--- config.mk ---
export PLATFORM = sky130hd
export DESIGN_NAME = seg7_channel_display
export DESIGN_NICKNAME = d
export VERILOG_FILES = /design/src/rtl/seg7_channel_display.sv
export SDC_FILE = /design/constraint.sdc
export NUM_CORES = 1
export LEC_CHECK = 0
export ABC_CLOCK_PERIOD_IN_PS = 2600
export BUFFER_PORTS_ARGS = -buffer_cell sky130_fd_sc_hd__buf_2
export CAP_MARGIN = 20
export CORE_UTILIZATION = 55
export DETAILED_ROUTE_END_ITERATION = 7
export GPL_ROUTABILITY_DRIVEN = 0
export GPL_TIMING_DRIVEN = 0
export PLACE_DENSITY = 0.76
export SLEW_MARGIN = 20
export SYNTH_ARGS = -nofsm -noshare
export SYNTH_HDL_FRONTEND = slang
export SYNTH_SLANG_ARGS = --single-unit
export TNS_END_PERCENT = 10
--- constraint.sdc ---
create_clock -name clk -period 2.6 [get_ports clk]
set_clock_uncertainty 0.2 [all_clocks]
set_input_delay 0.65 -clock clk [delete_from_list [all_inputs] [get_ports clk]]
set_output_delay 0.65 -clock clk [all_outputs]
set_load 0.02 [all_outputs]
--- src/rtl/seg7_channel_display.sv ---
// Four-digit multiplexed 7-segment voltage display for four BCD channels,
// with manual/automatic channel rotation and a channel-ID banner after each change.
module seg7_channel_display #(
    parameter int REFRESH_DIV = 100000,
    parameter int DWELL_TICKS = 2000,
    parameter int ID_TICKS    = 500
) (
    input  logic        clk,
    input  logic        rst,
    input  logic [15:0] channel0,
    input  logic [15:0] channel1,
    input  logic [15:0] channel2,
    input  logic [15:0] channel3,
    input  logic        next_ch,
    input  logic        auto_en,
    output logic [3:0]  an,
    output logic [6:0]  seg,
    output logic        dp,
    output logic [1:0]  ch_idx
);
    // state    | meaning
    // SHOW_VAL | scanning the snapshot value, dwell counter active when auto_en
    // SHOW_ID  | scanning "C  n" banner for ID_TICKS ticks after a channel change
    typedef enum logic {SHOW_VAL = 1'b0, SHOW_ID = 1'b1} state_t;

    localparam int RW = (REFRESH_DIV > 1) ? $clog2(REFRESH_DIV) : 1;
    localparam int DW = (DWELL_TICKS > 1) ? $clog2(DWELL_TICKS) : 1;
    localparam int IW = (ID_TICKS > 1) ? $clog2(ID_TICKS) : 1;
    localparam logic [RW-1:0] REFRESH_LAST = RW'(REFRESH_DIV - 1);
    localparam logic [DW-1:0] DWELL_LAST   = DW'(DWELL_TICKS - 1);
    localparam logic [IW-1:0] ID_LAST      = IW'(ID_TICKS - 1);

    localparam logic [6:0] SEG_C     = 7'b1000110;
    localparam logic [6:0] SEG_BLANK = 7'b1111111;

    state_t        state;
    logic [RW-1:0] refresh_cnt;
    logic [1:0]    dig;
    logic [DW-1:0] dwell_cnt;
    logic [IW-1:0] id_cnt;
    logic [15:0]   snap;

    logic          tick;
    logic          dwell_exp;
    logic          change;
    logic [1:0]    next_idx;
    logic [15:0]   cur_word;
    logic [15:0]   next_word;
    logic [3:0]    val_nib;
    logic [6:0]    disp_seg;
    logic          disp_dp;

    function automatic logic [6:0] encode(input logic [3:0] n);
        case (n)
            4'd0:    encode = 7'b1000000;
            4'd1:    encode = 7'b1111001;
            4'd2:    encode = 7'b0100100;
            4'd3:    encode = 7'b0110000;
            4'd4:    encode = 7'b0011001;
            4'd5:    encode = 7'b0010010;
            4'd6:    encode = 7'b0000010;
            4'd7:    encode = 7'b1111000;
            4'd8:    encode = 7'b0000000;
            4'd9:    encode = 7'b0010000;
            default: encode = 7'b0111111;
        endcase
    endfunction

    function automatic logic [15:0] pick(input logic [1:0] i, input logic [15:0] c0,
                                         input logic [15:0] c1, input logic [15:0] c2,
                                         input logic [15:0] c3);
        case (i)
            2'd0:    pick = c0;
            2'd1:    pick = c1;
            2'd2:    pick = c2;
            default: pick = c3;
        endcase
    endfunction

    assign tick      = (refresh_cnt == REFRESH_LAST);
    assign dwell_exp = tick && (state == SHOW_VAL) && auto_en && (dwell_cnt == DWELL_LAST);
    // A manual request landing on the expiry cycle merges into the same single step.
    assign change    = next_ch || dwell_exp;
    assign next_idx  = ch_idx + 2'd1;
    assign cur_word  = pick(ch_idx, channel0, channel1, channel2, channel3);
    assign next_word = pick(next_idx, channel0, channel1, channel2, channel3);
    assign val_nib   = snap[{dig, 2'b00} +: 4];

    always_comb begin
        disp_seg = encode(val_nib);
        disp_dp  = (dig != 2'd3);
        if (state == SHOW_ID) begin
            disp_dp = 1'b1;
            case (dig)
                2'd3:    disp_seg = SEG_C;
                2'd0:    disp_seg = encode({2'b00, ch_idx});
                default: disp_seg = SEG_BLANK;
            endcase
        end
    end

    always_ff @(posedge clk or negedge rst) begin
        if (!rst) begin
            refresh_cnt <= '0;
            dig         <= 2'd0;
        end else if (tick) begin
            refresh_cnt <= '0;
            dig         <= dig + 2'd1;
        end else begin
            refresh_cnt <= refresh_cnt + RW'(1);
        end
    end

    always_ff @(posedge clk or negedge rst) begin
        if (!rst) begin
            state     <= SHOW_VAL;
            ch_idx    <= 2'd0;
            dwell_cnt <= '0;
            id_cnt    <= '0;
            snap      <= 16'h0000;
            an        <= 4'b1111;
            seg       <= SEG_BLANK;
            dp        <= 1'b1;
        end else begin
            an  <= ~(4'b0001 << dig);
            seg <= disp_seg;
            dp  <= disp_dp;
            if (change) begin
                ch_idx    <= next_idx;
                state     <= SHOW_ID;
                id_cnt    <= '0;
                dwell_cnt <= '0;
                snap      <= next_word;
            end else begin
                // Frame-boundary snapshot keeps a frame from mixing old and new digits.
                if (tick && (dig == 2'd3))
                    snap <= cur_word;
                case (state)
                    SHOW_ID: begin
                        dwell_cnt <= '0;
                        if (tick) begin
                            if (id_cnt == ID_LAST) begin
                                state  <= SHOW_VAL;
                                id_cnt <= '0;
                            end else begin
                                id_cnt <= id_cnt + IW'(1);
                            end
                        end
                    end
                    default: begin
                        if (!auto_en)
                            dwell_cnt <= '0;
                        else if (tick)
                            dwell_cnt <= dwell_cnt + DW'(1);
                    end
                endcase
            end
        end
    end
endmodule

==> results of run 1 <==
## cells in the final DEF, fill, tap and decap left out, drive strengths merged, types with 16 or more instances in the layout
cell,netlist,routed
a222oi,32,32
a21oi,32,32
o221ai,16,16
dfrtp,58,58
nand3,22,22
buf,13,94
nor2,40,40
inv,28,28
ha,21,21
nand4,22,22
nand2,29,29
clkbuf,23,36
o21ai,30,30
## kinds of logic after synthesis
group | synth area share
and+or+nand+nor | 0.1880
buffers and inverters | 0.05850
muxes | 0.03161
DFF | 0.3915
xor gates and xnor gates | 0.02717
AOI/OAI and AO/OA | 0.2451
adders and majority gates | 0.05822
## per-layer routing
metal  routed length [µm]  GRT usage
met5                    0          0
met4                  180    0.07943
met3                  947    0.06486
met2                 5631     0.4593
met1                 5213     0.4159
## layout make-up
cell class | instances | area [µm²]
repair buffers | 82 | 427.9
clock inverters | 4 | 47.55
inverters | 28 | 105.1
multi-input cells | 352 | 2482
well taps | 102 | 127.6
fillers | 680 | 2591
plain buffers | 36 | 162.7
clock buffers | 12 | 135.1
flip-flops and latches | 70 | 1768
## worst max-delay path: cells and delay by family, from the launching register on
family / cells / cell delay [ns]
flip-flops: 1 / 0.47
AO/OA/AOI/OAI: 3 / 0.54
adder cells (fa/ha/maj): 1 / 0.16
AND/OR/NAND/NOR: 1 / 0.13
buffers and inverters: 3 / 0.82
## power by group
part | switching, mW | total, mW | internal [mW]
logic | 1.12 | 1.86 | 0.736
registers | 0.123 | 1.41 | 1.29
clock network | 0.392 | 0.833 | 0.441
total | 1.64 | 4.10 | 2.46
## metrics by stage
step	setup TNS [ns]	hold slack (ns)	total power [mW]	std cells
3_3_place_gp	0	0.2681	3.171	669
6_report	0	0.03046	4.102	686
4_1_cts	0	0.02974	4.080	686
3_5_place_dp	0	0.2823	3.241	670
2_1_floorplan	0	0.1544	2.711	486
5_1_grt	-0.005194	0.03552	4.392	686
## sequential cells by signal, indices dropped and copies added (netlist names)
register / cells
seg: 7
snap: 16
ch_idx: 2
dwell_cnt: 11
id_cnt: 9
dp: 1
dig: 2
an: 4
refresh_cnt: 17
state: 1
## path summary, 6_finish.rpt
check	endpoint	start	slack [ns]
min in group clk	refresh_cnt[0]	refresh_cnt[0]	0.29
max	snap[11]	ch_idx[1]	0.20
max reg2reg	snap[11]	ch_idx[1]	0.20
max in group asynchronous	an[3]	rst	1.56
min	snap[1]	rst	0.03
min reg2reg	refresh_cnt[0]	refresh_cnt[0]	0.29
==> impl_metrics.tcl, run 1 <==
set metrics [dict create \
    status "finished, violations left" \
    violations "DRC" \
    path_cells "inv_1 -> ha_1 -> clkbuf_1 -> clkbuf_1 -> a222oi_1 -> o21ai_0 -> nand4_1 -> o221ai_1" \
    synth-seq-area-share 0.3915 \
    grt_max_degree 43 \
    die_area_um2 8572 \
    final_net_count 668 \
    synth_top_area_share 0.3216 \
    vias_per_cell 6.497 \
    cts_tree "built" \
    num_rows 32 \
    ys_ff_latch 70 \
    antenna_left 0 \
    synth-async-reset-ratio 1.000 \
    grt.total_usage 0.2952 \
    synth_area_leader_cell "dfrtp_1" \
    wire_per_inst_um 17.45 \
    port_buffers 81 \
    relSlewSlack 0.5015 \
    cp_slowest_cell "dfrtp_1" \
    cp_common_cell "clkbuf_1" \
    place_area_um2 5069 \
    grt_first_pass_wirelength_mm 19.98 \
    vias 4457 \
    p_leak_nw 2.243 \
    yosys_most_used_dff "dfrtp_1" \
    initial_utilization 0.5751 \
    holdBufCountCts 0 \
    design.core.area_um2 7848 \
    root_buffer "clkbuf_8" \
    ctsResizeCount 0 \
    start_kind "flop" \
    fin_crit_ns 2.405 \
    dr.pass1.iters 8 \
    syn_inst 486 \
    netlist_top_cells_area "dfrtp_1 (32%), a222oi_1 (7.1%), dfstp_2 (7.0%)" \
    stdcell_area_um2 5256 \
    clk_pin_slew_worst_paths_ns 0.07 \
    numCtsBuffers 9 \
    drt-total-wl_mm 11.97 \
    reg2reg_depth 8 \
    die_w_um 92.59 \
    setup_viol 0 \
    io-pin-count 82 \
    worst_slew_pin_slew_ns 0.7381 \
    max-cap-violations 0 \
    cp-end-kind "flop" \
    dp_hpwl_mm 8.918 \
    drive_above_1_share 0.2380 \
    syn-cell-area_um2 4513 \
    slowest_delay_ns 0.47 \
    synth_cell_types 59 \
    synth_warnings 0 \
    worstPathRequired_ns 2.64 \
    slew_viol_final 0 \
    critPathKind "flop to flop" \
    syn2layout_area_growth_pct 16.47 \
    vdd_drop_max_mv 0.6202 \
    clock-sinks 70 \
    min_path_type "primary input to async pin" \
    syn-num-nets 575 \
    postLayoutCoreUtil 0.6698 \
    antenna_found_initial 0 \
    drcViolationCount 12 \
    cts_setup_buffers 0 \
    fmax_mhz 415.8 \
    drt-initial-drc-count 505 \
    setup_slack_ns 0.1953 \
    syn_area_per_cell_um2 9.286 \
    clk_path_buf_depth 2 \
    synth.most_common_cell "dfrtp_1" \
    num_antenna_cells 0 \
    arrival_ns 2.45 \
    timing.final.crit_share 0.9249 \
    synth.top_cells.by_count "dfrtp_1 (58), nor2_1 (40), a21oi_1 (32), a222oi_1 (32), nand2_1 (29)" \
    grt_pass1_vias 4217 \
    grt.overflow.total 0 \
    worstPathMaxFanout 10 \
    die_h_um 92.59 \
    power.density_nw_per_um2 780.4 \
    synth_edf_count 0 \
    pre_cts_slack_ns 0.1714 \
    rsz0062_at_grt "yes" \
    htree_num_levels 3 \
    hold_violations 0 \
    clock_latency_ns 0.34 \
]
Power figures use the tool's default switching activity.
==> inputs of run 2 (changes only) <==
--- a/config.mk
+++ b/config.mk
@@ -5,7 +5,7 @@
 export SDC_FILE = /design/constraint.sdc
 export NUM_CORES = 1
 export LEC_CHECK = 0
-export ABC_CLOCK_PERIOD_IN_PS = 2600
+export ABC_CLOCK_PERIOD_IN_PS = 2610
 export BUFFER_PORTS_ARGS = -buffer_cell sky130_fd_sc_hd__buf_2
 export CAP_MARGIN = 20
 export CORE_UTILIZATION = 55
==> constraint.sdc (replaced) <==
create_clock -name clk -period 2.61 [get_ports clk]
set_clock_uncertainty 0.2 [all_clocks]
set_input_delay 0.6525 -clock clk [delete_from_list [all_inputs] [get_ports clk]]
set_output_delay 0.6525 -clock clk [all_outputs]
set_load 0.02 [all_outputs]
==> impl_metrics.tcl, run 2 (synthesized netlist as in run 1, its figures left out) <==
set metrics [dict create \
    timing.final.crit_share 0.9270 \
    path_buf_inv 3 \
    final_common_cell "buf_2" \
    min_path_type "primary input to async pin" \
    final_net_count 668 \
    clock_latency_ns 0.34 \
    grt_max_degree 43 \
    cp.depth 8 \
    initial_utilization 0.5751 \
    start_kind "flop" \
    largest_reg_flops 17 \
    clock-sinks 70 \
    num_rows 32 \
    top_regs "refresh_cnt: 17 flops, snap: 16 flops, dwell_cnt: 11 flops" \
    relSlewSlack 0.5015 \
    cp_slowest_cell "dfrtp_1" \
    port_buffers 81 \
    critPathKind "flop to flop" \
    max_flop_register "refresh_cnt" \
    worst_slew_pin_slew_ns 0.7381 \
    clk_pin_slew_worst_paths_ns 0.07 \
    design.core.area_um2 7848 \
    power.density_nw_per_um2 777.5 \
    vias_per_cell 6.515 \
    grt.total_usage 0.2952 \
    wire_per_inst_um 17.45 \
    drt-initial-drc-count 505 \
    grt_pass1_vias 4217 \
    die_h_um 92.59 \
    root_buffer "clkbuf_8" \
    slew_viol_final 0 \
    dr.pass1.iters 8 \
    dp_cells 670 \
    cts_tree "built" \
    num_antenna_cells 0 \
    htree_num_levels 3 \
    drt-total-wl_mm 11.97 \
    final_cell_mix "buf_2 (89), dfrtp_1 (58), nor2_1 (40)" \
    vdd_drop_max_mv 0.6177 \
    path_cells "inv_1 -> ha_1 -> clkbuf_1 -> clkbuf_2 -> a222oi_1 -> o21ai_0 -> nand4_1 -> o221ai_1" \
    die_w_um 92.59 \
    drive_above_1_share 0.2363 \
    grt_first_pass_wirelength_mm 19.98 \
    clk_path_buf_depth 2 \
    setup_viol 0 \
    grt.overflow.total 0 \
    slowest_delay_ns 0.48 \
    syn2layout_area_growth_pct 16.44 \
    drcViolationCount 6 \
    rsz0062_at_grt "no" \
    reg2reg_depth 8 \
    dp_hpwl_mm 8.918 \
    violations "DRC" \
    antenna_left 0 \
    arrival_ns 2.41 \
    fin_crit_ns 2.419 \
    layout.cells.non_filler 686 \
    pre_cts_slack_ns 0.1814 \
    status "finished, violations left" \
    setup_slack_ns 0.1905 \
    vias 4469 \
    stdcell_area_um2 5255 \
    cp-end-kind "flop" \
    worstPathRequired_ns 2.60 \
    numCtsBuffers 9 \
    holdBufCountCts 0 \
    final.setup.tns_ns 0 \
    max-cap-violations 0 \
    p_leak_nw 2.244 \
    fmax_mhz 413.3 \
    io-pin-count 82 \
    die_area_um2 8572 \
    hold_violations 0 \
    antenna_found_initial 0 \
    critical-path-top-delay-family "compound AO/OA/AOI/OAI gates" \
    worstPathMaxFanout 10 \
    place_area_um2 5069 \
]
[run 2: final cells by class]
type,instances,area (µm²)
plain buffers,36,162.7
well taps,102,127.6
multi-input cells,352,2482
clock inverters,4,47.55
inverters,28,105.1
fillers,681,2592
repair buffers,82,427.9
clock buffers,12,135.1
flip-flops and latches,70,1767
[run 2: metrics by stage]
step                        util  hold slack, ns  total power, mW
after global placement    0.6430          0.2681            3.159
after detailed placement  0.6459          0.2823            3.229
final                     0.6696         0.03299            4.086
after CTS                 0.6692         0.03224            4.065
after floorplan                -          0.1569            2.701
after global routing      0.6696         0.03805            4.374
[run 2: path summary, 6_finish.rpt]
| path | start | to | slack (ns) |
|---|---|---|---|
| max reg2reg | ch_idx[0] | snap[6] | 0.19 |
| min reg2reg | refresh_cnt[0] | refresh_cnt[0] | 0.29 |
| max in group asynchronous | rst | an[3] | 1.57 |
| max | ch_idx[0] | snap[6] | 0.19 |
| min in group clk | refresh_cnt[0] | refresh_cnt[0] | 0.29 |
| min | rst | snap[1] | 0.03 |
[run 2: layer usage]
layer / share of wire / up-vias / track usage
li1: - / 2071 / -
met1: 0.43 / 2147 / 0.4159
met2: 0.47 / 226 / 0.4593
met3: 0.079 / 25 / 0.06486
met4: 0.015 / 0 / 0.07943
met5: 0 / - / 0
[run 2: what timing repair did]
| item | in CTS | in global routing |
|---|---|---|
| gates resized for setup | 0 | 3 |
| endpoints found under the setup margin | 0 | 4 |
| hold endpoints to repair | 0 | 0 |
| setup buffers | 0 | 0 |
[run 2: power by group]
part	leakage [nW]	internal [mW]	switching (mW)
logic	1.26	0.733	1.12
clock network	0.0904	0.439	0.391
registers	0.891	1.28	0.123
total	2.24	2.45	1.63
==> inputs of run 3 (changes only) <==
--- a/config.mk
+++ b/config.mk
@@ -12,7 +12,7 @@
 export DETAILED_ROUTE_END_ITERATION = 7
 export GPL_ROUTABILITY_DRIVEN = 0
 export GPL_TIMING_DRIVEN = 0
-export PLACE_DENSITY = 0.76
+export PLACE_DENSITY = 0.81
 export SLEW_MARGIN = 20
 export SYNTH_ARGS = -nofsm -noshare
 export SYNTH_HDL_FRONTEND = slang
==> impl_metrics.tcl, run 3 (synthesized netlist as in run 1, its figures left out) <==
set metrics [dict create \
    htree_num_levels 3 \
    busiest_layer "met2" \
    grt_max_degree 37 \
    antenna_left 0 \
    power.density_nw_per_um2 797.0 \
    io-pin-count 82 \
    clk_path_buf_depth 2 \
    grt_first_pass_wirelength_mm 20.07 \
    max-cap-violations 0 \
    use_met1 0.4141 \
    drt-initial-drc-count 570 \
    design.core.area_um2 7848 \
    status "finished, final reports clean" \
    min_path_type "primary input to async pin" \
    startpoint "ch_idx[0]" \
    setup_slack_ns 0.1749 \
    arrival_ns 2.44 \
    port_buffers 81 \
    max_flop_register "refresh_cnt" \
    numCtsBuffers 9 \
    top_regs "refresh_cnt: 17 flops, snap: 16 flops, dwell_cnt: 11 flops" \
    clock-sinks 70 \
    drcViolationCount 0 \
    cp-endpoint "snap[5]" \
    initial_utilization 0.5751 \
    reg2reg_depth 8 \
    rr_startpoint "ch_idx[0]" \
    final_net_count 668 \
    hold_violations 0 \
    vdd_drop_max_mv 0.5220 \
    die_w_um 92.59 \
    r2r_setup_slack_ns 0.17 \
    p_leak_nw 2.265 \
    met3_usage 0.05583 \
    grt.total_usage 0.2977 \
    antenna_found_initial 0 \
    fmax_mhz 410.7 \
    power_mw 4.212 \
    holdBufCountCts 0 \
    rsz0062_at_grt "no" \
    drt-total-wl_mm 12.16 \
    largest_reg_flops 17 \
    start_kind "flop" \
    clock_latency_ns 0.35 \
    grt_pass1_vias 4275 \
    syn2layout_area_growth_pct 17.11 \
    dr.pass1.iters 8 \
    postLayoutCoreUtil 0.6735 \
    hold_ws_ns 0.04375 \
    worstPathMaxFanout 10 \
    wire_per_inst_um 17.73 \
    vias 4520 \
    clk_pin_slew_worst_paths_ns 0.08 \
    cts_setup_buffers 0 \
    pre_cts_slack_ns 0.1755 \
    die_area_um2 8572 \
    setup_viol 0 \
    root_buffer "clkbuf_8" \
    final_common_cell "buf_2" \
    worst_slew_pin_slew_ns 0.7384 \
    grt.overflow.total 0 \
    cts_tree "built" \
    drive_above_1_share 0.2380 \
    relSlewSlack 0.5012 \
    num_antenna_cells 0 \
    dp_hpwl_mm 8.810 \
    final_cell_mix "buf_2 (90), dfrtp_1 (58), nor2_1 (40)" \
    critPathKind "flop to flop" \
    cp-end-kind "flop" \
    r2r_end "snap[5]" \
    timing.final.crit_share 0.9330 \
    worstPathRequired_ns 2.62 \
    fin_crit_ns 2.435 \
    num_rows 32 \
    slew_viol_final 0 \
    met2_usage 0.4716 \
    final.setup.tns_ns 0 \
    vias_per_cell 6.589 \
    die_h_um 92.59 \
]
run 3: changes by cell type in the layout (fill, tap and decap cells not counted), sizes merged:
| cell | previous run | this run |
|---|---|---|
| buf | 94 | 95 |
| bufinv | 1 | 2 |
| clkbuf | 36 | 35 |
| clkinvlp | 1 | 0 |
run 3: power by group:
group / internal, mW / leakage (nW) / switching (mW) / total [mW]
Sequential: 1.28 / 0.891 / 0.117 / 1.40
Clock: 0.562 / 0.110 / 0.402 / 0.965
Combinational: 0.731 / 1.26 / 1.12 / 1.85
Total: 2.57 / 2.26 / 1.64 / 4.21
run 3: final cells by class:
cell class / instances / area [µm²]
repair buffers: 82 / 427.9
flip-flops and latches: 70 / 1767
multi-input cells: 352 / 2482
inverters: 28 / 105.1
plain buffers: 36 / 160.2
well taps: 102 / 127.6
fillers: 667 / 2562
clock inverters: 4 / 70.07
clock buffers: 12 / 145.1
run 3: how the worst min path moves through the flow:
stage,cells after the start,slack (ns),startpoint,end
global route,1,0.08,rst,ch_idx[1]
global placement,1,0.27,refresh_cnt[0],refresh_cnt[0]
detailed placement,1,0.28,dwell_cnt[10],dwell_cnt[10]
finish,1,0.04,rst,snap[4]
floorplan,0,0.16,rst,ch_idx[0]
CTS,1,0.06,rst,ch_idx[1]
run 3: what timing repair did:
item | in CTS | in global routing
hold endpoints to repair | 0 | 0
setup endpoints to repair | 0 | 5
gates resized for setup | 0 | 2
run 3: per-stage QoR:
stage / cell area [µm²] / instances
2_1_floorplan: 4513 / 486
3_3_place_gp: 5046 / 669
3_5_place_dp: 5069 / 670
4_1_cts: 5284 / 686
5_1_grt: 5285 / 686
6_report: 5285 / 686
run 3: critical path, stage by stage (launching register included):
cell and delay [ns]:
dfrtp_1 0.50, inv_1 0.15, ha_1 0.22, clkbuf_1 0.20, clkbuf_2 0.26, a222oi_1 0.40, o21ai_0 0.13, nand4_1 0.11
o221ai_1 0.12
run 3: metal layers:
metal,part of all wire,vias to the layer above
met5,0,-
met4,0.016,0
met3,0.076,26
met2,0.47,245
met1,0.43,2171
li1,-,2078
